<file path="config.mk">
export PLATFORM = sky130hd
export DESIGN_NAME = snoop_bus_controller
export DESIGN_NICKNAME = d
export VERILOG_FILES = /design/src/rtl/snoop_bus_controller.sv
export SDC_FILE = /design/constraint.sdc
export NUM_CORES = 2
export LEC_CHECK = 0
export BUFFER_PORTS_ARGS = -buffer_cell sky130_fd_sc_hd__buf_2
export CORE_MARGIN = 5
export CORE_UTILIZATION = 59
export CTS_CLUSTER_DIAMETER = 80
export DETAILED_ROUTE_END_ITERATION = 10
export PLACE_DENSITY = 0.73
export SYNTH_ARGS = -nofsm -noshare
export SYNTH_HDL_FRONTEND = slang
export SYNTH_SLANG_ARGS = --single-unit
</file>
<file path="constraint.sdc">
create_clock -name clk -period 2.5 [get_ports clk]
set_clock_uncertainty 0.05 [all_clocks]
set_input_delay 0 -clock clk [delete_from_list [all_inputs] [get_ports clk]]
set_output_delay 0 -clock clk [all_outputs]
set_load 0.03 [all_outputs]
</file>
<file path="src/rtl/snoop_bus_controller.sv">
// Shared snooping bus: round-robin arbiter over per-core miss/write-back requests,
// one-cycle snoop broadcast, fixed-latency backing memory and a registered response.
module snoop_bus_controller #(
    parameter int NUM_PROC  = 4,
    parameter int ADDR_W    = 32,
    parameter int DATA_W    = 32,
    parameter int MEM_DEPTH = 64,
    parameter int MEM_LAT   = 2,
    localparam int ID_W     = (NUM_PROC > 1) ? $clog2(NUM_PROC) : 1,
    localparam int IDX_W    = $clog2(MEM_DEPTH),
    localparam int CNT_W    = $clog2(MEM_LAT + 1)
) (
    input  logic                       clk,
    input  logic                       rst_n,
    input  logic [NUM_PROC-1:0]        req_rdms,
    input  logic [NUM_PROC-1:0]        req_wrms,
    input  logic [NUM_PROC-1:0]        req_wrbk,
    input  logic [NUM_PROC*ADDR_W-1:0] req_addr,
    input  logic [NUM_PROC*DATA_W-1:0] req_data,
    input  logic [NUM_PROC-1:0]        snoop_shared,
    output logic                       snoop_valid,
    output logic [ADDR_W-1:0]          address,
    output logic                       RdWr,
    output logic [ID_W-1:0]            proc_ID,
    output logic [DATA_W-1:0]          inValue,
    output logic                       shared,
    output logic                       readyToRead,
    output logic [NUM_PROC-1:0]        done
);

    typedef enum logic [1:0] {IDLE, SNOOP, MEM, RESP} state_t;
    localparam logic [1:0] OP_RD = 2'd0, OP_WM = 2'd1, OP_WB = 2'd2;

    state_t              state_q, state_d;
    logic [ID_W-1:0]     rr_q, rr_d, win_q, win_d;
    logic [1:0]          op_q, op_d;
    logic [ADDR_W-1:0]   addr_q, addr_d;
    logic [DATA_W-1:0]   data_q, data_d;
    logic                rdwr_q, rdwr_d;
    logic [CNT_W-1:0]    cnt_q, cnt_d;
    logic                shlat_q, shlat_d;
    logic                snoop_valid_q, snoop_valid_d;
    logic [DATA_W-1:0]   inval_q, inval_d;
    logic                shared_q, shared_d;
    logic                ready_q, ready_d;
    logic [NUM_PROC-1:0] done_q, done_d;
    logic [DATA_W-1:0]   mem_q [MEM_DEPTH];

    logic [NUM_PROC-1:0] pending;
    logic                found;
    logic [ID_W-1:0]     pick;
    logic [IDX_W-1:0]    mem_idx;
    logic                commit;

    assign pending = req_rdms | req_wrms | req_wrbk;
    assign mem_idx = addr_q[IDX_W+1:2];
    assign commit  = (state_q == MEM) && (cnt_q == CNT_W'(MEM_LAT - 1));

    // First pending core at or after the round-robin pointer, wrapping.
    always_comb begin
        found = 1'b0;
        pick  = '0;
        for (int k = 0; k < NUM_PROC; k++) begin
            if (!found && pending[(int'(rr_q) + k) % NUM_PROC]) begin
                found = 1'b1;
                pick  = ID_W'((int'(rr_q) + k) % NUM_PROC);
            end
        end
    end

    always_ff @(posedge clk or negedge rst_n) begin
        if (!rst_n) begin
            state_q       <= IDLE;
            rr_q          <= '0;
            win_q         <= '0;
            op_q          <= OP_RD;
            addr_q        <= '0;
            data_q        <= '0;
            rdwr_q        <= 1'b0;
            cnt_q         <= '0;
            shlat_q       <= 1'b0;
            snoop_valid_q <= 1'b0;
            inval_q       <= '0;
            shared_q      <= 1'b0;
            ready_q       <= 1'b0;
            done_q        <= '0;
        end else begin
            state_q       <= state_d;
            rr_q          <= rr_d;
            win_q         <= win_d;
            op_q          <= op_d;
            addr_q        <= addr_d;
            data_q        <= data_d;
            rdwr_q        <= rdwr_d;
            cnt_q         <= cnt_d;
            shlat_q       <= shlat_d;
            snoop_valid_q <= snoop_valid_d;
            inval_q       <= inval_d;
            shared_q      <= shared_d;
            ready_q       <= ready_d;
            done_q        <= done_d;
        end
    end

    always_comb begin
        state_d = state_q;
        rr_d    = rr_q;
        win_d   = win_q;
        op_d    = op_q;
        addr_d  = addr_q;
        data_d  = data_q;
        rdwr_d  = rdwr_q;
        cnt_d   = cnt_q;
        shlat_d = shlat_q;
        case (state_q)
            IDLE: begin
                cnt_d = '0;
                if (found) begin
                    win_d  = pick;
                    addr_d = req_addr[int'(pick)*ADDR_W +: ADDR_W];
                    data_d = req_data[int'(pick)*DATA_W +: DATA_W];
                    if (req_wrbk[pick])      op_d = OP_WB;
                    else if (req_wrms[pick]) op_d = OP_WM;
                    else                     op_d = OP_RD;
                    rdwr_d  = !req_rdms[pick] || req_wrbk[pick] || req_wrms[pick];
                    state_d = req_wrbk[pick] ? MEM : SNOOP;
                end
            end
            SNOOP: begin
                shlat_d = |(snoop_shared & ~(NUM_PROC'(1) << win_q));
                state_d = MEM;
            end
            MEM: begin
                if (commit) state_d = RESP;
                else        cnt_d   = cnt_q + CNT_W'(1);
            end
            RESP: begin
                rr_d    = (win_q == ID_W'(NUM_PROC - 1)) ? '0 : win_q + ID_W'(1);
                state_d = IDLE;
            end
            default: state_d = IDLE;
        endcase
    end

    // Output registers are loaded from the state being entered.
    always_comb begin
        snoop_valid_d = (state_d == SNOOP);
        ready_d       = (state_d == RESP);
        done_d        = ready_d ? (NUM_PROC'(1) << win_q) : '0;
        inval_d       = inval_q;
        shared_d      = shared_q;
        if (commit) begin
            inval_d  = (op_q == OP_RD) ? mem_q[mem_idx] : data_q;
            shared_d = (op_q == OP_WB) ? 1'b0 : shlat_q;
        end
    end

    always_ff @(posedge clk or negedge rst_n) begin
        if (!rst_n) begin
            for (int i = 0; i < MEM_DEPTH; i++) mem_q[i] <= '0;
        end else if (commit && op_q != OP_RD) begin
            mem_q[mem_idx] <= data_q;
        end
    end

    assign snoop_valid = snoop_valid_q;
    assign address     = addr_q;
    assign RdWr        = rdwr_q;
    assign proc_ID     = win_q;
    assign inValue     = inval_q;
    assign shared      = shared_q;
    assign readyToRead = ready_q;
    assign done        = done_q;

endmodule

</file>
==> metrics.txt <==
outcome complete, but fails checks; failing checks negative setup slack; synthesized flop and latch total around 2,200; initial antenna violation count 27; grt total ovfl 0; pwr dens between 1000 and 1500 nW/um^2; fin crit period 2.816 ns; first-pass GRT wire length between 500,000 and 600,000 um; via count 78,283; port buffer count approximately 350; Critical Path Slowest Stage Cell dfrtp_4; DR WL/cell 36.86 um; Syn Nets 7,617; post-synthesis sequential area ratio 0.5419; most numerous cell on the critical path buf_12; synth cell count leaders mux2_2, dfrtp_1, clkbuf_1, nand2_1, buf_2; drt via density about 7.1; Async S/R FF share, synth 1.000; HP Start req_addr[123]; hold crit path type in -> reg; Syn Inst Count 7,334; CP required 3.22 ns; routed wire length roughly 400,000 um; Max-slew headroom 0.1204; die span in x 421.5 um; Core ar. about 170,000 um^2; worst r2r path cells 12; Clock Latency Late Sink 0.90 ns; Initial Util 0.5913; Reg clk slew, reported paths 0.07 ns; maxcap violations 0; VDD IR max 811.5 uV; CP startpoint kind register; Post-synth EDFFs 0; Final Cycle Share 1.127; CTS tree done; # DRC 0; area delta synth->final 28.18%; final worst slack -0.3163 ns; Core Rows 151; achievable frequency approximately 360 MHz; crit-path cells buf_12, buf_12, buf_4, nor2_4, buf_4, buf_12, clkbuf_16, a221oi_4, nor2_1, a221o_1, a221oi_2, a21oi_1; Most used DFF post-synth dfrtp_1; Pre-antenna DRT Iters 6; r2r endpoint inValue[20]$_DFFE_PN0P_; synth top area cells dfrtp_1, mux2_2, mux4_2; Die Y 421.5 um; DP Wirelength approximately 240,000 um; Max Slew Vio Count 0; Mapped Area 99,880 um^2; CP Class reg -> reg; GRT Resource Usage Total 0.4319; crit end category register; drt initial violations roughly 10,000; fin nets 8,856; actual slew at the worst max-slew pin about 1.3 ns; clock sinks between 2,000 and 2,500; CP max FO 10; maximum buffer depth of the clock tree 3; reg-to-reg startpoint address[2]$_DFFE_PN0P_; syn_area_per_cell 13.62 um^2; setup violators final ~1,300; WP buf/inv 6; io pins 348; CTS Root Cell clkbuf_16; post-route ant nets 0; Worst Hold Path Cells 5; top-area cell type share of the netlist area 0.5419; die area 177,600 um^2; most common cell in the netlist mux2_2; CP Data Arrival Time ~3.5 ns; post-synth cell types 74; crit-path leading delay family compound AO/OA/AOI/OAI gates; Leakage between 60 and 70 nW; Hold Path End address[27]$_DFFE_PN0P_; largest net degree at the start of global routing 173; H-tree depth 4; worst stage delay on the critical path around 0.50 ns; vias in the first global route between 70,000 and 80,000; Yosys warnings 0; R2R setup slack -0.32 ns; unrepaired setup endpoints after global routing true; Final GP Congestion 0.9726; Num CTS Buffers between 200 and 250; final hold viol count 0; area leader, netlist dfrtp_1; share of layout cells above drive strength 1 0.5093; hold_ws approximately 0.022 ns; post-place setup slack -0.4955 ns
[kinds of logic after synthesis]
logic type	after synthesis	synth area share
multiplexers	2563	0.3056
buffers and inverters	789	0.03657
flip-flops	2163	0.5419
AO/OA/AOI/OAI	1088	0.08116
XOR/XNOR	1	0.00008770
adder cells (fa/ha/maj)	9	0.001127
AND/OR/NAND/NOR	721	0.03353
[placed cells by master, fill, tap and decap left out, types with 17 or more instances in the layout]
cell type	n
o22a_1	19
buf_6	48
dfrtp_1	2126
clkbuf_1	68
o31ai_1	59
clkbuf_8	48
mux2i_1	183
a211oi_1	78
o2bb2ai_1	20
o22ai_1	110
buf_16	27
a31oi_1	17
a22oi_1	101
and2_1	73
a22o_1	25
buf_2	346
a221o_1	24
mux4_2	169
mux2_4	234
dlygate4sd3_1	402
diode_2	26
nand2_1	309
a221oi_2	66
and3_1	71
o21ai_0	56
dfrtp_2	33
clkbuf_16	244
a221oi_1	211
buf_4	620
nor2_1	92
nor2_4	49
a21oi_1	96
mux2_2	1960
buf_12	305
clkinv_2	30
nand2_2	24
o21ai_1	24
[worst register-to-register path: stages, from the launching register on]
cell and delay, ns:
dfrtp_4 0.50, buf_12 0.17, buf_12 0.14, buf_4 0.15, nor2_4 0.05, buf_4 0.17, buf_12 0.14, clkbuf_16 0.21
a221oi_4 0.30, nor2_1 0.10, a221o_1 0.32, a221oi_2 0.29, a21oi_1 0.12
[worst max-delay path by stage]
stage	startpoint	end	slack (ns)	depth (start not counted)
2_1_floorplan	address[3]$_DFFE_PN0P_	inValue[26]$_DFFE_PN0P_	0.02	8
3_3_place_gp	address[4]$_DFFE_PN0P_	inValue[26]$_DFFE_PN0P_	-0.51	9
3_5_place_dp	address[4]$_DFFE_PN0P_	inValue[26]$_DFFE_PN0P_	-0.50	9
4_1_cts	address[2]$_DFFE_PN0P_	inValue[26]$_DFFE_PN0P_	-0.20	9
5_1_grt	address[2]$_DFFE_PN0P_	inValue[20]$_DFFE_PN0P_	-0.35	12
6_report	address[2]$_DFFE_PN0P_	inValue[20]$_DFFE_PN0P_	-0.32	12
[registers in the layout, summed over array words and instances (netlist names)]
name         flops
done             4
state_q          2
snoop_valid      1
inValue         32
shlat_q          1
address         32
mem_q         2048
readyToRead      1
proc_ID          2
data_q          32
op_q             2
rr_q             2
shared           1
RdWr             1
cnt_q            2
[metrics by stage]
stage / TNS [ns] / std cells / utilization / cell area, um^2 / total power, mW
after floorplan: 0 / 7334 / - / 99880 / 70.03
after global placement: -196.40 / 9963 / 0.6574 / 111000 / 94.32
after detailed placement: -231.65 / 9963 / 0.6574 / 111000 / 95.49
after global routing: -101.57 / 10979 / 0.7577 / 128000 / 141.8
after CTS: -57.51 / 10856 / 0.7389 / 124800 / 131.4
final: -105.77 / 10995 / 0.7580 / 128000 / 139.3
[final cells by class]
type	count	area (um^2)
flip-flops and latches	2163	54180
multi-input cells	4387	44950
fillers	9782	40880
repair buffers	1790	18720
clock buffers	335	6396
well taps	2218	2775
clock inverters	63	868.3
inverters	13	76.32
diodes	26	65.06
[power breakdown]
group	switching [mW]	internal [mW]	total [mW]	leakage, nW
registers	6.18	40.8	47.0	29.9
clock network	14.5	19.0	33.5	3.56
logic	34.7	24.1	58.8	28.0
total	55.4	83.9	139	61.5
[per-layer routing]
layer / share of wire / vias up / global-route usage
li1: - / 29785 / -
met1: 0.35 / 40016 / 0.5550
met2: 0.42 / 6387 / 0.6217
met3: 0.14 / 2075 / 0.1509
met4: 0.095 / 20 / 0.2882
met5: 0.0011 / - / 0.003226
[repair_timing]
action	CTS	global route
setup buffers	75	93
resized for setup	307	406
cloned	19	28
endpoints found under the hold margin	2239	0
pin swaps	43	73
hold buffers	404	0
endpoints found under the setup margin	1605	1632
Power figures use the tool's default switching activity.
